==> src/rtl/keyb_pkg.sv <==
// Purpose: shared key codes, ASCII constants and output FSM states for key_seq_buffer.
// Latency: n/a (declarations only).
// Backpressure: n/a. The escape states exist only when KEYB_ESC_EXPAND_EN is defined.
package keyb_pkg;

  localparam logic [7:0] KEY_UP     = 8'h80;
  localparam logic [7:0] KEY_DOWN   = 8'h81;
  localparam logic [7:0] KEY_RIGHT  = 8'h82;
  localparam logic [7:0] KEY_LEFT   = 8'h83;
  localparam logic [7:0] ASCII_ESC  = 8'h1B;
  localparam logic [7:0] ASCII_LBRK = 8'h5B;

`ifdef KEYB_ESC_EXPAND_EN
  typedef enum logic [1:0] {
    IDLE    = 2'd0,
    EMIT    = 2'd1,
    ESC_BRK = 2'd2,
    ESC_FIN = 2'd3
  } state_t;

  // Arrow keys occupy 0x80..0x83, so only the two low bits vary.
  function automatic logic is_arrow(input logic [7:0] key);
    return (key[7:2] == KEY_UP[7:2]);
  endfunction

  // Final letter of the arrow sequence: 'A'..'D' in key order.
  function automatic logic [7:0] arrow_letter(input logic [7:0] key);
    return 8'h41 + {6'd0, key[1:0]};
  endfunction
`else
  typedef enum logic [1:0] {
    IDLE = 2'd0,
    EMIT = 2'd1
  } state_t;
`endif

endpackage

==> src/rtl/key_fifo.sv <==
// Purpose: synchronous key FIFO with pointers one bit wider than the address (wrap mod 2*DEPTH).
// Latency: a push at edge N is visible on rdata/empty right after edge N; rdata is combinational.
// Backpressure: a push while full and a pop while empty are ignored. There is no bypass when full.
module key_fifo #(
  parameter int DEPTH = 8,
  parameter int W     = 8
) (
  input  logic                     clk,
  input  logic                     rst_n,
  input  logic                     push,
  input  logic [W-1:0]             wdata,
  input  logic                     pop,
  output logic [W-1:0]             rdata,
  output logic                     full,
  output logic                     empty,
  output logic [$clog2(DEPTH):0]   fill
);
  import keyb_pkg::*;

  localparam int AW = $clog2(DEPTH);

  logic [W-1:0] mem [DEPTH];
  logic [AW:0]  wptr;
  logic [AW:0]  rptr;

  assign full  = (wptr[AW] != rptr[AW]) && (wptr[AW-1:0] == rptr[AW-1:0]);
  assign empty = (wptr == rptr);
  assign fill  = wptr - rptr;
  assign rdata = mem[rptr[AW-1:0]];

  // Storage array: written only on an accepted push, no reset needed.
  always_ff @(posedge clk) begin
    if (push && !full) begin
      mem[wptr[AW-1:0]] <= wdata;
    end
  end

  // Pointer update: natural binary wrap gives the modulo 2*DEPTH behaviour.
  always_ff @(posedge clk or negedge rst_n) begin
    if (!rst_n) begin
      wptr <= '0;
      rptr <= '0;
    end else begin
      if (push && !full) wptr <= wptr + 1'b1;
      if (pop && !empty) rptr <= rptr + 1'b1;
    end
  end

endmodule

==> src/rtl/key_seq_buffer.sv <==
// Purpose: buffers mapped key codes and streams them as bytes. With KEYB_ESC_EXPAND_EN, arrows become ESC '[' letter.
// Latency: a key accepted at edge N into an idle, empty block gives o_byte_valid high after edge N+1. One byte per cycle.
// Backpressure: valid/ready on both sides. o_key_ready = !full (held 0 until the first edge after reset), and o_byte holds while stalled.
module key_seq_buffer #(
  parameter int DEPTH = 8
) (
  input  logic                     i_clk,
  input  logic                     i_rst_n,
  input  logic [7:0]               i_key,
  input  logic                     i_key_valid,
  output logic                     o_key_ready,
  output logic [7:0]               o_byte,
  input  logic                     i_byte_ready,
  output logic                     o_byte_valid,
  output logic [$clog2(DEPTH):0]   o_fill
);
  import keyb_pkg::*;

  logic       rdy_en;
  logic       push;
  logic       pop;
  logic       take;
  logic       xfer;
  logic [7:0] fifo_rdata;
  logic       fifo_full;
  logic       fifo_empty;

  state_t     state_q, state_d;
  logic [7:0] byte_q, byte_d;
`ifdef KEYB_ESC_EXPAND_EN
  logic [7:0] letter_q, letter_d;
  logic       exp_q, exp_d;
`endif

  assign o_key_ready  = rdy_en && !fifo_full;
  assign push         = i_key_valid && o_key_ready;
  assign o_byte_valid = (state_q != IDLE);
  assign o_byte       = byte_q;
  assign xfer         = o_byte_valid && i_byte_ready;

  key_fifo #(.DEPTH(DEPTH), .W(8)) u_fifo (
    .clk   (i_clk),
    .rst_n (i_rst_n),
    .push  (push),
    .wdata (i_key),
    .pop   (pop),
    .rdata (fifo_rdata),
    .full  (fifo_full),
    .empty (fifo_empty),
    .fill  (o_fill)
  );

  // Input ready stays low through reset and rises on the first edge after release.
  always_ff @(posedge i_clk or negedge i_rst_n) begin
    if (!i_rst_n) rdy_en <= 1'b0;
    else          rdy_en <= 1'b1;
  end

  // Output FSM next state: decide whether to pop a fresh key or step through the escape sequence.
  always_comb begin
    state_d = state_q;
    byte_d  = byte_q;
    take    = 1'b0;
`ifdef KEYB_ESC_EXPAND_EN
    letter_d = letter_q;
    exp_d    = exp_q;
`endif
    case (state_q)
      IDLE: take = !fifo_empty;
      EMIT: begin
        if (xfer) begin
`ifdef KEYB_ESC_EXPAND_EN
          if (exp_q) begin
            state_d = ESC_BRK;
            byte_d  = ASCII_LBRK;
            exp_d   = 1'b0;
          end else begin
            take = !fifo_empty;
            if (fifo_empty) state_d = IDLE;
          end
`else
          take = !fifo_empty;
          if (fifo_empty) state_d = IDLE;
`endif
        end
      end
`ifdef KEYB_ESC_EXPAND_EN
      ESC_BRK: begin
        if (xfer) begin
          state_d = ESC_FIN;
          byte_d  = letter_q;
        end
      end
      ESC_FIN: begin
        if (xfer) begin
          take = !fifo_empty;
          if (fifo_empty) state_d = IDLE;
        end
      end
`endif
      default: state_d = IDLE;
    endcase

    if (take) begin
      state_d = EMIT;
`ifdef KEYB_ESC_EXPAND_EN
      if (is_arrow(fifo_rdata)) begin
        byte_d   = ASCII_ESC;
        letter_d = arrow_letter(fifo_rdata);
        exp_d    = 1'b1;
      end else begin
        byte_d = fifo_rdata;
        exp_d  = 1'b0;
      end
`else
      byte_d = fifo_rdata;
`endif
    end
  end

  assign pop = take;

  // Output FSM registers. Reset drops any partial escape sequence.
  always_ff @(posedge i_clk or negedge i_rst_n) begin
    if (!i_rst_n) begin
      state_q <= IDLE;
      byte_q  <= 8'h00;
`ifdef KEYB_ESC_EXPAND_EN
      letter_q <= 8'h00;
      exp_q    <= 1'b0;
`endif
    end else begin
      state_q <= state_d;
      byte_q  <= byte_d;
`ifdef KEYB_ESC_EXPAND_EN
      letter_q <= letter_d;
      exp_q    <= exp_d;
`endif
    end
  end

endmodule

==> config.mk <==
export PLATFORM = sky130hd
export DESIGN_NAME = key_seq_buffer
export DESIGN_NICKNAME = d
export VERILOG_FILES = /design/src/rtl/keyb_pkg.sv /design/src/rtl/key_fifo.sv /design/src/rtl/key_seq_buffer.sv
export SDC_FILE = /design/constraint.sdc
export NUM_CORES = 1
export LEC_CHECK = 0
export CAP_MARGIN = 20
export CORE_ASPECT_RATIO = 1.5
export CORE_UTILIZATION = 45
export CTS_BUF_LIST = sky130_fd_sc_hd__clkbuf_4 sky130_fd_sc_hd__clkbuf_8 sky130_fd_sc_hd__clkbuf_16
export CTS_CLUSTER_DIAMETER = 80
export DETAILED_ROUTE_END_ITERATION = 10
export GPL_ROUTABILITY_DRIVEN = 0
export PLACE_DENSITY = 0.62
export SETUP_SLACK_MARGIN = 0.3
export SYNTH_ARGS = -nofsm -noshare
export SYNTH_HDL_FRONTEND = slang
export SYNTH_SLANG_ARGS = --single-unit
==> constraint.sdc <==
create_clock -name i_clk -period 7.55 [get_ports i_clk]
set_input_delay 1.51 -clock i_clk [delete_from_list [all_inputs] [get_ports i_clk]]
set_output_delay 1.51 -clock i_clk [all_outputs]
set_load 0.02 [all_outputs]
After elaboration in Yosys (flattened, before gate mapping)
Memories as Yosys holds them, arrays and structs flattened. A register that Yosys moved wholly into a read port is not among the register bits.
Cells that the tools add are included.
Word-level totals
  memories kept: 1
  word-level logic and storage cells: 35
  bits in latches: 0
  bits of input ports: 12
  bits in registers: 11
  output and inout bits: 14
  memory bits (writable): 64
  memory bits (read-only): 0
Cells by class
  order comparisons: 0
  mux-type cells: 8
  shift operators: 0
  eq/ne operators: 7
  multiply operators: 0
  add/subtract/negate cells: 3
  bitwise operators: 0
  reduce and logical (&&, ||, !) cells: 12
  div/mod/pow operators: 0
Memories
  u_fifo.mem: depth 8, width 8, rd ports 1, clocked after Yosys merged registers in 1, write ports 1, line key_fifo.sv:22  | logic [W-1:0] mem [DEPTH];
Operator list (count)
  $add A4 B1 Y4 const B: 2
  $logic_and A1 B1 Y1: 6
  $mux W2: 3
  $eq A4 B4 Y1: 1
  $pmux W2 S2: 1
  $sub A4 B4 Y4: 1
  $eq A3 B3 Y1: 1
  $logic_not A1 Y1: 3
  $mux W1: 3
  $ne A3 B1 Y1 const B: 1
  $ne A3 B2 Y1 const B: 1
  $reduce_and A3 Y1: 1
  $eq A2 B1 Y1 const B: 1
  $logic_not A2 Y1: 1
  $ne A2 B1 Y1 const B: 1
  $pmux W1 S2: 1
  $reduce_bool A2 Y1: 1
  $ne A1 B1 Y1: 1

Logic depth before layout (Yosys ltp)
  depth after elaboration: 8
  gate-level depth with buffers: 9
  gate-level depth less buffers: 6

Hierarchy
Synthesis repeated with hierarchy kept, for this count alone.
Unflattened totals
  cells, all modules: 192
  area, all modules: 3375.7 µm²
By module, submodules not included
  key_fifo: area each 2990.4 µm², times used 1, sequential area each 2122.0 µm², cells an instance 167
  key_seq_buffer: area each 385.4 µm², times used 1, sequential area each 250.2 µm², cells an instance 25

Least setup slack after synthesis
No wires, ideal clock.
  path kind: reg-to-output
  start point: reg u_fifo.rptr[1]
  end point: out o_fill[3]
  required time: 6.040 ns
  setup slack: 4.330 ns
  arrival time: 1.710 ns
  stages on the path, launching flop included: 8
  buffers on the path: 2
  cell sequence: dfrtp_1 buf_2 buf_2 inv_1 ha_1 a21o_1 a21oi_1 xnor2_1
Between the ends
  longest elaborated chain between the ends: 1
Ends and longest elaborated chain
  from (decl): line key_fifo.sv:24  | logic [AW:0] rptr;
  from (signal assigned): line key_fifo.sv:45  | if (pop && !empty) rptr <= rptr + 1'b1;
  $sub A4 B4 Y4: line key_fifo.sv:28  | assign fill = wptr - rptr;
  to (decl): line key_seq_buffer.sv:15  | output logic [$clog2(DEPTH):0] o_fill
No other way between the ends.

Worst setup path after layout
  start point: reg u_fifo.rptr[0]
  end point: out o_fill[3]
Same word-level chain as after synthesis.

==> out/metrics.yaml <==
antenna_found_initial: 0
worstPathMaxFanout: 20
slew_viol_final: 0
fin_nets: 235
insertion_delay_ns: 0.35
final_hold_viol_count: 0
cts_tree: "done"
die_w_microns: 72.3
numCtsBuffers: 9
leakagePower_nw: 1.41
cts_root_buf: "clkbuf_8"
synth_top_family_by_area: "multiplexers"
whs_ns: 0.488
viasPerCell: 5.22
syn_area_sq_um: 3330
rows: 38
drt-pass1-iter-count: 4
critPathArrivalTime_ns: 2.90
routedWlPerCell_microns: 18.3
core_area_sq_um: 7180
area_growth_pct: 16.9
yosysUniqueCellTypes: 29
dp.cells: 306
ctsHoldBuffers: 0
ir_drop_uv: 205
antenna_cells: 0
cp.required_ns: 6.04
ys_seq_elements: 82
p_per_area_nw_per_um2: 390
clock.fmax_ghz: 0.227
die_h_microns: 107
cts_setup_buffers: 0
setup_tns_ns: 0
relSlewSlack: 0.286
grt_pass1_vias: 1771
path_class: "flip-flop to output pin"
r2r_cells: 4
fin_crit_sh: 0.585
grt_overflow_total: 0
syn_avg_cell_area_sq_um: 18.4
synth-xor-area-share: 0.0263
synth_nets: 199
synth_compound_area_frac: 0.0233
hold_path_class: "flip-flop to flip-flop"
io_pins: 26
layoutNonFillerInstCount: 322
io_buffers: 25
routed_wl_microns: 5890
detail-route-antenna-nets: 0
nFillCells: 581
end_kind: "output pin"
htree_levels: 3
setup_ws_ns: 3.14
run_status: "finished clean"
cap_violations: 0
numClockSinks: 82
cts_resized: 0
synth-simple-area-share: 0.0368
grt_usage: 0.177
setup_viol: 0
holdPathStages: 2
synth_mux_area_frac: 0.149
dpl.hpwl_microns: 3960
ys_seq_area_frac: 0.712
power_mw: 1.52
initial_utilization: 0.464
min_period_ns: 4.41
cp-start-kind: "flip-flop"
dp_slack_ns: 3.47
fin_skew_ns: 0.0123
dr.first_iter.drc_count: 123
route.detailed.drc: 0
synth_cells: 181
drive_gt1_frac: 0.153
vias: 1680
worstMarginPinSlew_ns: 1.07
yosys_warnings: 0
floorplan.die_area_sq_um: 7760
grt_pass1_wl_microns: 9600
clockBufferDepth: 2
grt_max_degree: 22
grt_setup_unrepaired: "false"
synthAdderAreaFrac: 0.0248
clk_pin_slew_ns: 0.08
[cells in the final DEF, fill, tap and decap left out, types with 6 or more instances in the layout]
master,n
inv_1,8
dfrtp_1,18
mux4_2,8
mux4_1,8
xnor2_1,7
buf_4,6
clkdlybuf4s50_1,25
nand2_1,12
edfxtp_1,64
o21ai_1,9
clkbuf_8,9
mux2i_1,8
[cell families after synthesis]
group	Yosys count
xor+xnor	10
flops	82
mux	26
buf+inv	15
simple gates	28
other cells	1
fa+ha+maj	6
compound gates	13
[metal layers]
layer  vias to the layer above  routed length [microns]  global-route usage
met5                         -                        0                   0
met4                         0                      198              0.0910
met3                        15                      229              0.0487
met2                        46                     3070               0.296
met1                       849                     2390               0.205
li1                        770                        -                   -
[worst paths after layout]
check	endpoint	start	slack, ns
worst min-delay path	o_byte[5]	o_byte[5]	0.49
worst min register to register	o_byte[5]	o_byte[5]	0.49
max in group asynchronous	o_byte[0]	i_rst_n	5.44
worst max register to register	u_fifo.mem[5][0]	u_fifo.rptr[0]	4.59
worst max-delay path	o_fill[3]	u_fifo.rptr[0]	3.14
min in group asynchronous	u_fifo.rptr[1]	i_rst_n	1.62
[sequential cells by signal, summed over array words and instances (netlist names)]
signal	flops
u_fifo.mem	64
state_q	1
o_byte	8
rdy_en	1
u_fifo.wptr	4
u_fifo.rptr	4
[power breakdown]
part	switching, mW	internal, mW
logic	0.257	0.299
registers	0.105	0.562
clock network	0.150	0.146
total	0.512	1.01
[cell usage after synthesis]
| cell | count | area, sq um |
|---|---|---|
| edfxtp_1 | 64 | 1920 |
| dfrtp_1 | 18 | 450 |
| nand2_1 | 12 | 45.0 |
| o21ai_1 | 9 | 45.0 |
| inv_1 | 8 | 30.0 |
| mux2i_1 | 8 | 80.1 |
| mux4_1 | 8 | 210 |
| mux4_2 | 8 | 180 |
| xnor2_1 | 7 | 61.3 |
| ha_1 | 5 | 62.6 |
| nor2_1 | 5 | 18.8 |
| buf_2 | 4 | 20.0 |
| nand3_1 | 4 | 20.0 |
| nor3_1 | 4 | 20.0 |
| xor2_1 | 3 | 26.3 |
| a21boi_2 | 1 | 11.3 |
| a21o_1 | 1 | 7.51 |
| a21oi_1 | 1 | 5.00 |
| and3_1 | 1 | 6.26 |
| buf_12 | 1 | 20.0 |
| buf_4 | 1 | 7.51 |
| buf_6 | 1 | 11.3 |
| conb_1 | 1 | 3.75 |
| fa_1 | 1 | 20.0 |
| mux2_2 | 1 | 11.3 |
| mux2_4 | 1 | 15.0 |
| nand2b_1 | 1 | 6.26 |
| nor4_1 | 1 | 6.26 |
| o2111ai_1 | 1 | 8.76 |
[critical path, cell delays in order, from the launching register on]
cell	delay, ns
dfrtp_1	1.05
ha_1	0.34
inv_1	0.06
a21o_1	0.18
a21oi_1	0.18
xnor2_1	0.13
clkdlybuf4s50_1	0.61
[through the flow]
step,utilization,area (sq um)
after CTS,0.543,3890
after detailed placement,0.516,3700
after floorplan,-,3330
final,0.543,3890
after global placement,0.514,3690
after global routing,0.543,3890
[final cells by class]
cell class	count	area (sq um)	area share
multi-input combinational	84	871	0.224
sequential	82	2370	0.609
inverter	8	30.0	0.00771
tap	100	125	0.0321
clock inverter	4	26.3	0.00675
timing repair buffer	32	307	0.0787
clock buffer	12	164	0.0421
(Power assumes the default switching activity.)
